$ cat config.mk
export PLATFORM = sky130hd
export DESIGN_NAME = mem_image_loader
export DESIGN_NICKNAME = d
export VERILOG_FILES = /design/src/rtl/mem_image_loader.sv
export SDC_FILE = /design/constraint.sdc
export NUM_CORES = 1
export LEC_CHECK = 0
export BUFFER_PORTS_ARGS = -buffer_cell sky130_fd_sc_hd__buf_2
export CORE_ASPECT_RATIO = 0.6
export CORE_MARGIN = 8
export CORE_UTILIZATION = 25
export DETAILED_ROUTE_END_ITERATION = 7
export GPL_TIMING_DRIVEN = 0
export SLEW_MARGIN = 10
export SYNTH_ARGS = -nofsm -noshare
export SYNTH_HDL_FRONTEND = slang
export SYNTH_SLANG_ARGS = --single-unit
export TNS_END_PERCENT = 30
$ cat constraint.sdc
create_clock -name clk -period 23.3 [get_ports clk]
set_input_delay 3.495 -clock clk [delete_from_list [all_inputs] [get_ports clk]]
set_output_delay 3.495 -clock clk [all_outputs]
set_load 0.03 [all_outputs]
$ cat src/rtl/mem_image_loader.sv
// rtl/mem_image_loader.sv - streams a framed program/data image into the core memories via the external-load ports
// Optional trailing checksum word is compiled in with MEM_LOADER_CHECKSUM_EN.
module mem_image_loader #(
  parameter int PC_W       = 9,
  parameter int DM_ADDRESS = 9,
  parameter int DATA_W     = 32
) (
  input  logic                  clk,
  input  logic                  reset,
  input  logic                  start,
  input  logic                  s_valid,
  output logic                  s_ready,
  input  logic [DATA_W-1:0]     s_data,
  output logic                  enable_load_ex_mem,
  output logic [PC_W-1:0]       InstExMemAddress,
  output logic [DATA_W-1:0]     InstExMemData1,
  output logic [DATA_W-1:0]     InstExMemData2,
  output logic [DM_ADDRESS-1:0] DataExMemAddress,
  output logic [DATA_W-1:0]     DataExMemData1,
  output logic [DATA_W-1:0]     DataExMemData2,
  output logic                  busy,
  output logic                  done,
  output logic                  err
);

  typedef enum logic [2:0] {
    IDLE    = 3'd0,
    HDR     = 3'd1,
    COLLECT = 3'd2,
`ifdef MEM_LOADER_CHECKSUM_EN
    CSUM    = 3'd3,
`endif
    DRAIN   = 3'd4
  } state_t;

`ifdef MEM_LOADER_CHECKSUM_EN
  localparam state_t POST_PAYLOAD = CSUM;
`else
  localparam state_t POST_PAYLOAD = DRAIN;
`endif

  state_t            state, next_state;
  logic              accept;
  logic [15:0]       hdr_base;
  logic [15:0]       cur_addr;
  logic [15:0]       remaining;
  logic [1:0]        word_idx;
  logic              drain_cnt;
  logic [DATA_W-1:0] stage0, stage1, stage2;

  assign accept   = s_valid && s_ready;
  assign busy     = (state != IDLE);
  // Beats are 8-byte aligned, so the low three base bits are discarded.
  assign hdr_base = s_data[31:16] & 16'hFFF8;

  always_ff @(posedge clk or posedge reset) begin
    if (reset) state <= IDLE;
    else       state <= next_state;
  end

  always_comb begin
    next_state = state;
    s_ready    = 1'b0;
    case (state)
      IDLE: begin
        if (start) next_state = HDR;
      end
      HDR: begin
        s_ready = 1'b1;
        if (s_valid) next_state = (s_data[15:0] == 16'd0) ? POST_PAYLOAD : COLLECT;
      end
      COLLECT: begin
        s_ready = 1'b1;
        if (s_valid && word_idx == 2'd3 && remaining == 16'd1) next_state = POST_PAYLOAD;
      end
`ifdef MEM_LOADER_CHECKSUM_EN
      CSUM: begin
        s_ready = 1'b1;
        if (s_valid) next_state = DRAIN;
      end
`endif
      DRAIN: begin
        if (drain_cnt) next_state = IDLE;
      end
      default: next_state = IDLE;
    endcase
  end

  always_ff @(posedge clk or posedge reset) begin
    if (reset) begin
      enable_load_ex_mem <= 1'b0;
      InstExMemAddress   <= '0;
      InstExMemData1     <= '0;
      InstExMemData2     <= '0;
      DataExMemAddress   <= '0;
      DataExMemData1     <= '0;
      DataExMemData2     <= '0;
      done               <= 1'b0;
      cur_addr           <= '0;
      remaining          <= '0;
      word_idx           <= '0;
      drain_cnt          <= 1'b0;
      stage0             <= '0;
      stage1             <= '0;
      stage2             <= '0;
    end else begin
      done <= 1'b0;
      case (state)
        IDLE: begin
          if (start) begin
            enable_load_ex_mem <= 1'b1;
            InstExMemAddress   <= '0;
            InstExMemData1     <= '0;
            InstExMemData2     <= '0;
            DataExMemAddress   <= '0;
            DataExMemData1     <= '0;
            DataExMemData2     <= '0;
          end
        end
        HDR: begin
          if (accept) begin
            cur_addr         <= hdr_base;
            remaining        <= s_data[15:0];
            word_idx         <= 2'd0;
            InstExMemAddress <= hdr_base[PC_W-1:0];
            DataExMemAddress <= hdr_base[DM_ADDRESS-1:0];
          end
        end
        COLLECT: begin
          if (accept) begin
            word_idx <= word_idx + 2'd1;
            case (word_idx)
              2'd0: stage0 <= s_data;
              2'd1: stage1 <= s_data;
              2'd2: stage2 <= s_data;
              default: begin
                // Whole beat commits on one edge so the memories never see a torn pair.
                InstExMemAddress <= cur_addr[PC_W-1:0];
                DataExMemAddress <= cur_addr[DM_ADDRESS-1:0];
                InstExMemData1   <= stage0;
                InstExMemData2   <= stage1;
                DataExMemData1   <= stage2;
                DataExMemData2   <= s_data;
                cur_addr         <= cur_addr + 16'd8;
                remaining        <= remaining - 16'd1;
              end
            endcase
          end
        end
        DRAIN: begin
          drain_cnt <= ~drain_cnt;
          if (drain_cnt) begin
            enable_load_ex_mem <= 1'b0;
            done               <= 1'b1;
          end
        end
        default: ;
      endcase
    end
  end

`ifdef MEM_LOADER_CHECKSUM_EN
  logic [31:0] csum;

  always_ff @(posedge clk or posedge reset) begin
    if (reset) begin
      csum <= '0;
      err  <= 1'b0;
    end else begin
      if (state == IDLE && start) begin
        csum <= '0;
        err  <= 1'b0;
      end else if (state == COLLECT && accept) begin
        csum <= csum + s_data[31:0];
      end else if (state == CSUM && accept && s_data[31:0] != csum) begin
        err <= 1'b1;
      end
    end
  end
`else
  assign err = 1'b0;
`endif

endmodule
Yosys cells after proc, flatten, opt, wreduce, memory -nomap -nowiden
Index checks and enable logic that the tools add are counted.
{"block": "word_totals", "regBits": 273, "latchBits": 0, "mem_bits_rw": 0, "rom_bits": 0, "input_bits": 36, "out_inout_bits": 151, "word_cells": 96, "n_memories": 0}
{"block": "op_classes", "n_addsub": 3, "multipliers": 0, "div": 0, "n_lt_le_gt_ge": 0, "n_eq_ne": 14, "shifts": 0, "n_mux": 41, "bitwise_logic": 1, "n_reduce_logical": 22}
{"operator": "two-way mux 32 bit", "count": 9}
{"operator": "one-hot mux 32 bit (2 select lines)", "count": 4}
{"operator": "two-way mux 16 bit", "count": 6}
{"operator": "one-hot mux 16 bit (2 select lines)", "count": 2}
{"operator": "two-way mux 9 bit", "count": 4}
{"operator": "one-hot mux 9 bit (3 select lines)", "count": 1}
{"operator": "adder 16 x 4 -> 16 bit, second input constant", "count": 1}
{"operator": "== test 16 x 1 -> 1 bit, second input constant", "count": 1}
{"operator": "zero test 16 bit", "count": 1}
{"operator": "subtractor 16 x 1 -> 16 bit, second input constant", "count": 1}
{"operator": "two-way mux 3 bit", "count": 5}
{"operator": "AND reduction 3 bit", "count": 5}
{"operator": "inequality test 2 bit, second input constant", "count": 7}
{"operator": "one-hot mux 3 bit (4 select lines)", "count": 1}
{"operator": "AND reduction 4 bit", "count": 3}
{"operator": "nonzero test 2 bit", "count": 3}
{"operator": "nonzero test 3 bit", "count": 2}
{"operator": "two-way mux 1 bit", "count": 5}
{"operator": "AND reduction 5 bit", "count": 1}
{"operator": "== test 2 bit, second input constant", "count": 2}
{"operator": "two-way mux 2 bit", "count": 2}
{"operator": "one-hot mux 2 bit (2 select lines)", "count": 1}
{"operator": "== test 3 x 1 -> 1 bit, second input constant", "count": 1}
{"operator": "== test 3 x 2 -> 1 bit, second input constant", "count": 1}
{"operator": "10 further kinds", "count": 12}

Logic depth before layout (Yosys ltp)
{"block": "logic_depth", "word_depth": 6, "mapped_depth": 10, "ltp_nobuf": 6}

Least setup slack after synthesis
No wires, ideal clock.
{"block": "synth_timing", "kind": "reg2out", "startpoint": "register state[2]", "endpoint": "output port s_ready", "t_arrival_ps": 1602, "required_ps": 19805, "setup_slack_ps": 18203, "stages_incl_launch_ff": 6, "n_path_buf": 3, "cell_sequence": "dfrtp_1 clkbuf_1 or3b_2 clkbuf_1 clkbuf_1 nand2_1"}
{"block": "synth_between", "elab_chain_len": 3, "word_cells_on_any_way": 4, "cone_classes": "eq/ne: 2; mux: 1; reduce/logical: 1"}
{"item": "start: declaration", "line": "42", "rtl": "state_t state, next_state;"}
{"item": "start signal: assignment", "line": "58", "rtl": "else state <= next_state;"}
{"item": "== test 3 x 2 -> 1 bit / == test 3 x 1 -> 1 bit (equally long branches)", "line": "64", "rtl": "case (state)"}
{"item": "OR reduction 2 bit (no source line) *"}
{"item": "two-way mux 1 bit *", "line": "64"}
{"item": "end: declaration", "line": "12", "rtl": "output logic s_ready,"}
Every way passes the cells marked *; elsewhere a longest branch is shown, timed or not.

Worst setup path in the final report
Ends and elaborated chain as after synthesis.

==> results.py <==
metrics = {
    "finish": {
        "fin_area_um2": 13700,
        "nets": 1295,
        "layout.cells.non_filler": 1848,
        "antenna_cells": 0,
        "synthToLayoutAreaGrowth_pct": 23.4,
        "drive_gt1_frac": 0.289,
    },
    "global_route": {
        "grt_pass1_vias": 9088,
        "grt.total_usage": 0.149,
        "grt_use_met1": 0.203,
        "grt_max_degree": 113,
        "antenna_found_initial": 0,
        "use_met3": 0.0468,
        "busiest_layer": "met2",
        "grt_pass1_wl_um": 58600,
        "grt_util_met2": 0.233,
        "grt_overflow": 0,
    },
    "drt": {
        "antenna_left": 0,
        "drcViolationCount": 0,
        "routed_wirelength_um": 39100,
        "wire_per_inst_um": 21.2,
        "vias_per_cell": 4.91,
        "vias": 9066,
        "firstDrtPassIters": 5,
        "initialDrtViolationCount": 812,
    },
    "power": {
        "worst_ir_drop_vdd_mv": 0.0493,
        "finalPower_mw": 1.50,
        "leakagePower_nw": 6.43,
        "power_density_nw_per_um2": 109,
    },
    "yosys": {
        "synth_commonest_cells": "dfrtp_1, nand2_1, nand3_1",
        "ys_types": 51,
        "synthArstFlopShare": 1.00,
        "yosysMostFrequentCell": "dfrtp_1",
        "synth.yosys.warnings": 0,
        "yosys.area.top_type_share": 0.589,
        "ys_seq_area_frac": 0.589,
        "syn_area_um2": 11100,
        "avgSynthCellArea_um2": 10.7,
        "synth_edf_count": 0,
        "synth_cells": 1035,
        "syn-num-nets": 1079,
        "synth-main-ff-cell": "dfrtp_1",
        "netlist_top_cells_area": "dfrtp_1, mux2_2, nand3_1",
        "yosys_register_bits": 261,
        "synth_top_area_cell": "dfrtp_1",
    },
    "floorplan": {
        "die_h_um": 179,
        "io_pins": 187,
        "rows": 59,
        "die-area_um2": 51600,
        "start_util": 0.255,
        "core_um2": 43600,
        "fp.dieW_um": 288,
    },
    "worst_setup_path": {
        "crit_type": "reg2out",
        "worstPathCellList": "clkbuf_1 > or3b_2 > clkbuf_1 > clkbuf_1 > nand2_1 > buf_2",
        "slowest_delay_ns": 0.55,
        "end_kind": "output port",
        "cp_data_arrival_time_ns": 2.71,
        "crit_fanout": 10,
        "worst_setup_path_start_kind": "flop",
        "cp_slowest_cell": "clkbuf_1",
        "crit_top_cell": "clkbuf_1",
        "cp.required_ns": 19.81,
    },
    "sta": {
        "setup-tns-final_ns": 0,
        "hold_violations": 0,
        "relSlewSlack": 0.266,
        "setup_viol": 0,
        "report.final.slew_viol_count": 0,
        "fmax_ghz": 0.161,
        "clock_skew_ns": 0.0156,
        "min_period_over_period": 0.267,
        "tightest_slew_ns": 1.09,
        "period_needed_ns": 6.21,
        "rsz0062_at_grt": "false",
    },
    "place": {
        "routabilityCongestion": 0.886,
        "dpl_cell_area_um2": 12800,
        "dp_hpwl_um": 29400,
        "dp.cells": 1801,
        "io_buffer_count": 185,
    },
    "flow_run": {
        "maxCapViolations": 0,
    },
    "clocking": {
        "clock_path_buffers": 3,
        "clkSinkCount": 261,
        "cts_buffers": 27,
        "hold_buffers": 0,
        "cts_setup_buffers": 0,
        "cts_tree": "built",
        "cts-root-buf": "clkbuf_16",
        "htree_levels": 1,
        "ctsResizeCount": 0,
        "worstSkewPairLatency_ns": 0.54,
        "clk_pin_slew_ns": 0.06,
    },
    "min_path": {
        "hp-class": "reg2reg",
    },
    "status": {
        "status": "finished, final reports clean",
    },
}
## cells by family (layout without fill, tap and decap cells)
family,count (synthesis),in the layout,share of synthesized area
muxes,105,105,0.106
other,1,1,0.000338
DFF,261,261,0.589
xor gates and xnor gates,1,1,0.000790
buffers and inverters,103,337,0.0455
AOI/OAI and AO/OA,205,205,0.103
and+or+nand+nor,351,351,0.146
adders and majority gates,8,8,0.00903
## state kept, by name (all words and copies together) (netlist names)
| signal | count |
|---|---|
| remaining | 16 |
| InstExMemData1 | 32 |
| stage1 | 32 |
| InstExMemData2 | 32 |
| DataExMemData2 | 32 |
| stage2 | 32 |
| DataExMemAddress | 7 |
| DataExMemData1 | 32 |
| stage0 | 32 |
| word_idx | 2 |
| drain_cnt | 1 |
| enable_load_ex_mem | 1 |
| state | 3 |
| done | 1 |
| cur_addr | 6 |
## worst max-delay path: cells and delay by family, from the launching register on
family	cells	cell delay, ns
buffers and inverters	4	1.53
DFF	1	0.34
and+or+nand+nor	2	0.31
## routing by layer
metal	vias to the layer above	routed length [um]
met2	371	17300
met5	-	0
met4	0	800
met3	49	3520
met1	4596	17500
li1	4050	-
## final timing paths
check                               start  cells after the start                  to  slack (ns)
worst min-delay path            stage2[1]                      2   DataExMemData1[1]        0.50
worst max-delay path             state[2]                      6             s_ready       17.09
min in group asynchronous           reset                      2   DataExMemData1[6]        2.99
max in group asynchronous           reset                      4  DataExMemData1[18]       18.92
worst max register to register   state[2]                      7   DataExMemData2[1]       20.53
worst min register to register  stage2[1]                      2   DataExMemData1[1]        0.50
## through the flow
step / util / worst slack, ns / hold WS (ns)
CTS: 0.314 / 17.11 / 0.499
detailed placement: 0.294 / 17.68 / 0.486
finish: 0.314 / 17.09 / 0.500
floorplan: - / 12.62 / 0.460
global placement: 0.292 / 9.68 / 0.474
global route: 0.314 / 16.99 / 0.507
## placed cells by master, fill, tap and decap left out, drive strengths merged, types with 8 or more instances in the layout
cell type and instances:
o21ai 150, nand2 152, buf 229, nand3 140, inv 9, clkinv 8
dfrtp 261, ha 8, nor2 17, clkbuf 88, a21oi 21, mux2 102
nor4 8
## final cells by class
type,instances,area [um^2]
clock buffer,34,732
fill,4511,29900
inverter,7,33.8
sequential,261,6530
clock inverter,13,151
multi-input combinational,671,4050
buffer,96,478
tap,579,724
timing repair buffer,187,981
## report_power, final
group          switching (mW)  internal (mW)
sequential             0.0735          0.563
combinational           0.266          0.151
clock                   0.188          0.256
(Power assumes the default switching activity.)
